==> config.mk <==
export PLATFORM = sky130hd
export DESIGN_NAME = inst_mem_loader
export DESIGN_NICKNAME = d
export VERILOG_FILES = /design/src/rtl/inst_mem_loader.sv
export SDC_FILE = /design/constraint.sdc
export NUM_CORES = 1
export LEC_CHECK = 0
export ABC_AREA = 1
export BUFFER_PORTS_ARGS = -buffer_cell sky130_fd_sc_hd__buf_2
export CAP_MARGIN = 0
export CORE_UTILIZATION = 28
export DETAILED_ROUTE_END_ITERATION = 7
export GPL_TIMING_DRIVEN = 1
export PLACE_DENSITY = 0.5
export SYNTH_ARGS = -nofsm -noshare
export SYNTH_HDL_FRONTEND = slang
export SYNTH_SLANG_ARGS = --single-unit
export TNS_END_PERCENT = 5
==> constraint.sdc <==
create_clock -name i_clk -period 2.4 [get_ports i_clk]
set_input_delay 0.24 -clock i_clk [delete_from_list [all_inputs] [get_ports i_clk]]
set_output_delay 0.24 -clock i_clk [all_outputs]
set_load 0.02 [all_outputs]
==> src/rtl/inst_mem_loader.sv <==
// ----------------------------------------------------------------------------
// inst_mem_loader
//
// Programming-side writer for the byte-wide instruction memory. Bytes arrive
// from the I2C byte-level slave. Each frame has the form
// {start address, length, data...}. The loader issues one single-cycle byte
// write (address/data/cs) per data byte. It holds the core off the memory
// for as long as a frame is in progress.
//
// State table (state | meaning)
//   IDLE  | no frame in progress; waits for i_frame_start, drops bytes
//   ADDR  | waits for the start-address byte
//   LEN   | waits for the length byte (0 means the full memory)
//   DATA  | waits for the next data byte
//   WRITE | o_cs asserted for exactly one cycle; ptr/count/checksum advance
//
// Ports
//   i_clk, i_rst_n       clock, asynchronous active-low reset
//   i_frame_start        1-cycle pulse: I2C START addressed to the loader
//   i_frame_end          1-cycle pulse: I2C STOP
//   i_rx_byte/i_rx_valid received byte; consumed when i_rx_valid & o_rx_ready
//   o_rx_ready           loader accepts a byte this cycle (ADDR/LEN/DATA)
//   o_address/o_data/o_cs  memory write port, o_cs high one cycle per byte
//   o_cpu_hold           high while a frame is in progress
//   o_done               1-cycle pulse after the final byte of a frame is written
//   o_err                sticky: frame ended or restarted early
//   o_checksum           modular sum of the data bytes written in this frame
// ----------------------------------------------------------------------------
module inst_mem_loader #(
    parameter int ADDR_W = 8,
    parameter int DATA_W = 8
) (
    input  logic              i_clk,
    input  logic              i_rst_n,
    input  logic              i_frame_start,
    input  logic              i_frame_end,
    input  logic [DATA_W-1:0] i_rx_byte,
    input  logic              i_rx_valid,
    output logic              o_rx_ready,
    output logic [ADDR_W-1:0] o_address,
    output logic [DATA_W-1:0] o_data,
    output logic              o_cs,
    output logic              o_cpu_hold,
    output logic              o_done,
    output logic              o_err,
    output logic [DATA_W-1:0] o_checksum
);

    localparam int CNT_W = ADDR_W + 1;
    localparam logic [CNT_W-1:0] CNT_FULL = CNT_W'(1) << ADDR_W;
    localparam logic [CNT_W-1:0] CNT_ONE  = CNT_W'(1);

    typedef enum logic [2:0] {
        IDLE  = 3'd0,
        ADDR  = 3'd1,
        LEN   = 3'd2,
        DATA  = 3'd3,
        WRITE = 3'd4
    } state_t;

    state_t              state_q, state_d;
    logic [ADDR_W-1:0]   ptr_q, ptr_d;
    logic [CNT_W-1:0]    count_q, count_d;
    logic [ADDR_W-1:0]   address_q, address_d;
    logic [DATA_W-1:0]   data_q, data_d;
    logic                cs_q, cs_d;
    logic                hold_q, hold_d;
    logic                done_q, done_d;
    logic                err_q, err_d;
    logic [DATA_W-1:0]   checksum_q, checksum_d;
    logic                pend_start_q, pend_start_d;
    logic                pend_end_q, pend_end_d;

    logic                rx_ready;
    logic                accept;
    logic                ev_start;
    logic                ev_end;

    assign rx_ready = (state_q == ADDR) || (state_q == LEN) || (state_q == DATA);
    assign accept   = i_rx_valid && rx_ready;

    // Events seen during WRITE are replayed in the cycle after it, together
    // with whatever arrives live in that cycle.
    assign ev_start = i_frame_start || pend_start_q;
    assign ev_end   = i_frame_end   || pend_end_q;

    always_comb begin
        state_d      = state_q;
        ptr_d        = ptr_q;
        count_d      = count_q;
        address_d    = address_q;
        data_d       = data_q;
        cs_d         = 1'b0;
        done_d       = 1'b0;
        err_d        = err_q;
        checksum_d   = checksum_q;
        pend_start_d = 1'b0;
        pend_end_d   = 1'b0;

        case (state_q)
            IDLE: begin
                if (ev_start) begin
                    state_d    = ADDR;
                    err_d      = 1'b0;
                    checksum_d = '0;
                end
            end

            ADDR, LEN, DATA: begin
                if (ev_start) begin
                    // Restart abandons the current frame but keeps the
                    // loader busy for the new one.
                    state_d    = ADDR;
                    err_d      = 1'b1;
                    checksum_d = '0;
                end else if (ev_end) begin
                    state_d = IDLE;
                    err_d   = 1'b1;
                end else if (accept) begin
                    case (state_q)
                        ADDR: begin
                            ptr_d   = ADDR_W'(i_rx_byte);
                            state_d = LEN;
                        end
                        LEN: begin
                            count_d = (i_rx_byte == '0) ? CNT_FULL : CNT_W'(i_rx_byte);
                            state_d = DATA;
                        end
                        default: begin
                            data_d    = i_rx_byte;
                            address_d = ptr_q;
                            cs_d      = 1'b1;
                            state_d   = WRITE;
                        end
                    endcase
                end
            end

            WRITE: begin
                pend_start_d = pend_start_q || i_frame_start;
                pend_end_d   = pend_end_q   || i_frame_end;
                ptr_d        = ptr_q + ADDR_W'(1);
                count_d      = count_q - CNT_ONE;
                checksum_d   = checksum_q + data_q;
                if (count_q == CNT_ONE) begin
                    state_d = IDLE;
                    done_d  = 1'b1;
                end else begin
                    state_d = DATA;
                end
            end

            default: begin
                state_d = IDLE;
            end
        endcase

        hold_d = (state_d != IDLE);
    end

    always_ff @(posedge i_clk or negedge i_rst_n) begin
        if (!i_rst_n) begin
            state_q      <= IDLE;
            ptr_q        <= '0;
            count_q      <= '0;
            address_q    <= '0;
            data_q       <= '0;
            cs_q         <= 1'b0;
            hold_q       <= 1'b0;
            done_q       <= 1'b0;
            err_q        <= 1'b0;
            checksum_q   <= '0;
            pend_start_q <= 1'b0;
            pend_end_q   <= 1'b0;
        end else begin
            state_q      <= state_d;
            ptr_q        <= ptr_d;
            count_q      <= count_d;
            address_q    <= address_d;
            data_q       <= data_d;
            cs_q         <= cs_d;
            hold_q       <= hold_d;
            done_q       <= done_d;
            err_q        <= err_d;
            checksum_q   <= checksum_d;
            pend_start_q <= pend_start_d;
            pend_end_q   <= pend_end_d;
        end
    end

    assign o_rx_ready = rx_ready;
    assign o_address  = address_q;
    assign o_data     = data_q;
    assign o_cs       = cs_q;
    assign o_cpu_hold = hold_q;
    assign o_done     = done_q;
    assign o_err      = err_q;
    assign o_checksum = checksum_q;

endmodule
==> summary.md <==
| Metric | Value |
|---|---|
| Final setup vio count | `0` |
| Share of cells above drive strength 1 | `17.6%` |
| YS warnings | `0` |
| Synth Instances | `347` |
| Yosys cell types | `32` |
| Worst Path Required | `2.60 ns` |
| Unrepaired setup endpoints after global routing | `no` |
| Most frequent cells in the layout | `nand2_1 (104), dfrtp_1 (50), buf_2 (41)` |
| Clock Skew | `0.0133 ns` |
| Tmin final | `1.81 ns` |
| Post-CTS setup buffers | `0` |
| Setup TNS | `0 ns` |
| TritonRoute pass-1 iters | `4` |
| Bufs on Longest Clock Path | `2` |
| Clock transition at the registers of the reported paths | `0.10 ns` |
| Vias in the first global route | `2317` |
| PortBufs | `41` |
| CTS sink cnt | `50` |
| Drt wl/cell | `12.7 um` |
| Crit path DAT | `2.01 ns` |
| Row cnt | `35` |
| Fin. Hold Viols | `0` |
| CP Max Fanout | `9` |
| Syn_nets | `371` |
| F_max | `553 MHz` |
| Total of max-cap violations | `0` |
| First-pass GRT wire length | `11200 um` |
| TritonCTS Buffers | `5` |
| CTS tree | `built` |
| WL final | `6620 um` |
| Slowest CP cell | `dfrtp_1` |
| Crit-path cells | `nor2_1, nand2_1, nand2_1, o211ai_1, inv_2, nand3_1, o21a_1` |
| Post-Syn Area | `2710 um2` |
| Gpl congestion | `0.814` |
| 1st-iter DRT viols | `99` |
| Largest net degree at the start of global routing | `30` |
| Leakage power | `1.66 nW` |
| Post-synthesis sequential area ratio | `46.1%` |
| Worst Setup End Kind | `flop` |
| # diodes | `0` |
| FF-to-FF setup slack | `0.59 ns` |
| DIE AREA | `10100 um2` |
| Max Slew Vio Count | `0` |
| Initial Util | `29.1%` |
| Final worst-path cycle share | `75.3%` |
| Area growth syn-to-layout | `16.3%` |
| Synth top area cells | `dfrtp_1 (46%), nand2_1 (14%), o21ai_0 (5.2%), inv_1 (5.0%), nor2_1 (5.0%)` |
| Most used cell, CP | `nand2_1` |
| Post-synth top area cell | `dfrtp_1` |
| Post-Syn Area per Cell | `7.82 um2` |
| CP Class | `reg -> reg` |
| Vias | `2375` |
| Yosys top cell area share | `46.1%` |
| Post-synthesis register bit count | `50` |
| GRT Overall Usage | `14.2%` |
| Peak VDD IR | `0.343 mV` |
| Routed vias/inst | `4.55` |
| CP peak stage delay | `0.44 ns` |
| Grt ovf | `0` |
| Power per standard cell area | `1020 nW/um2` |
| Die W | `100 um` |
| H-tree depth | `2` |
| DRT antenna net count | `0` |
| Relative slew margins | `52.2%` |
| Clk_lat worst skew | `0.31 ns` |
| Worst-margin pin slew | `0.714 ns` |
| Status | `complete, no violations` |
| Final Cell Area | `3150 um2` |
| DPL Wire Length | `5120 um` |
| Post-DP Area | `3060 um2` |
| I/O Pins | `42` |
| Hold WC Path Type | `in -> reg` |
| CORE AREA | `9330 um2` |
| Root buf cell | `clkbuf_8` |
| Die Y | `100 um` |
| Fillers | `978` |
| CP Launch Type | `flop` |
| DRC viols | `0` |
| Most common cell after layout, fill and taps aside | `nand2_1` |
| # nets final | `416` |
| Initial antenna violation count | `0` |
layout make-up:
cell class              count  area (um2)  area share, %
multi-input cells         248        1260           39.8
flip-flops and latches     50        1250           39.7
repair buffers             46         245           7.77
well taps                 129         161           5.12
inverters                  41         154           4.88
clock buffers               6        72.6           2.30
clock inverters             2        13.8          0.436
power by group:
group	internal, mW	leakage, nW	switching (mW)
Clock	0.207	0.0452	0.296
Sequential	1.14	0.621	0.239
Combinational	0.464	0.995	0.872
Total	1.81	1.66	1.41
registers in the layout (all words and copies together) (netlist names):
name	flops
count_q	9
o_address	8
o_checksum	8
o_cpu_hold	1
o_cs	1
o_data	8
o_done	1
o_err	1
pend_end_q	1
pend_start_q	1
ptr_q	8
state_q	3
synthesized netlist by cell type:
master and instances:
nor2_2 1, clkbuf_1 1, o221ai_1 1, a22o_1 2, o21ai_1 4, buf_6 2
dfrtp_1 50, fa_1 1, buf_2 5, or2_2 1, nand3_1 18, a22oi_1 2
nand2_2 2, nor2_4 1, a21oi_1 7, nand2_1 104, ha_1 10, nand3b_1 1
inv_2 5, nor3_1 3, o21ai_0 28, nor3_4 1, inv_1 36, xor2_1 2
a31oi_1 5, o21ai_2 6, nor2_1 36, o21a_1 1, o211ai_1 3, o31ai_1 1
nand4_1 6, a21o_1 1
timing repair:
item,CTS,global route
hold buffers,1,0
endpoints found under the setup margin,0,0
resized for setup,0,0
hold endpoints to repair,24,0
per-stage QoR:
step	power, mW	hold slack, ns	util (%)	std cells	setup WS, ns
finish	3.21	0.216	33.8	522	0.593
detailed placement	2.74	0.292	32.8	513	0.616
global placement	2.73	0.291	32.8	513	0.618
global route	3.51	0.219	33.8	522	0.372
CTS	3.26	0.211	33.8	522	0.593
floorplan	2.32	-0.0556	-	347	0.762
routing by layer:
metal	track usage, %	wire length, um
met5	0	0
met1	18.5	3040
met2	24.2	3300
met3	2.23	181
met4	4.35	101
critical path, delay by kind of cell, from the launching register on:
kind	cells	cell delay, ns
buffers and inverters	1	0.24
DFF	1	0.44
and+or+nand+nor	4	0.62
AOI/OAI and AO/OA	2	0.40
path summary, 6_finish.rpt:
| check | start | end | cells after the start |
|---|---|---|---|
| worst max register to register | state_q[0] | ptr_q[1] | 7 |
| worst max-delay path | state_q[0] | ptr_q[1] | 7 |
| min in group asynchronous | i_rst_n | o_checksum[5] | 2 |
| max in group asynchronous | i_rst_n | count_q[7] | 3 |
| worst min-delay path | i_rx_byte[3] | o_data[3] | 3 |
| worst min register to register | o_address[0] | o_address[0] | 2 |
cell families (layout without fill, tap and decap cells):
logic type	Yosys count	in the layout	synth area share, %
AO/OA/AOI/OAI	61	61	13.5
XOR/XNOR	2	2	0.646
adder cells (fa/ha/maj)	11	11	5.35
buffers and inverters	49	95	7.56
flip-flops	50	50	46.1
AND/OR/NAND/NOR	174	174	26.8
Power figures use the tool's default switching activity.
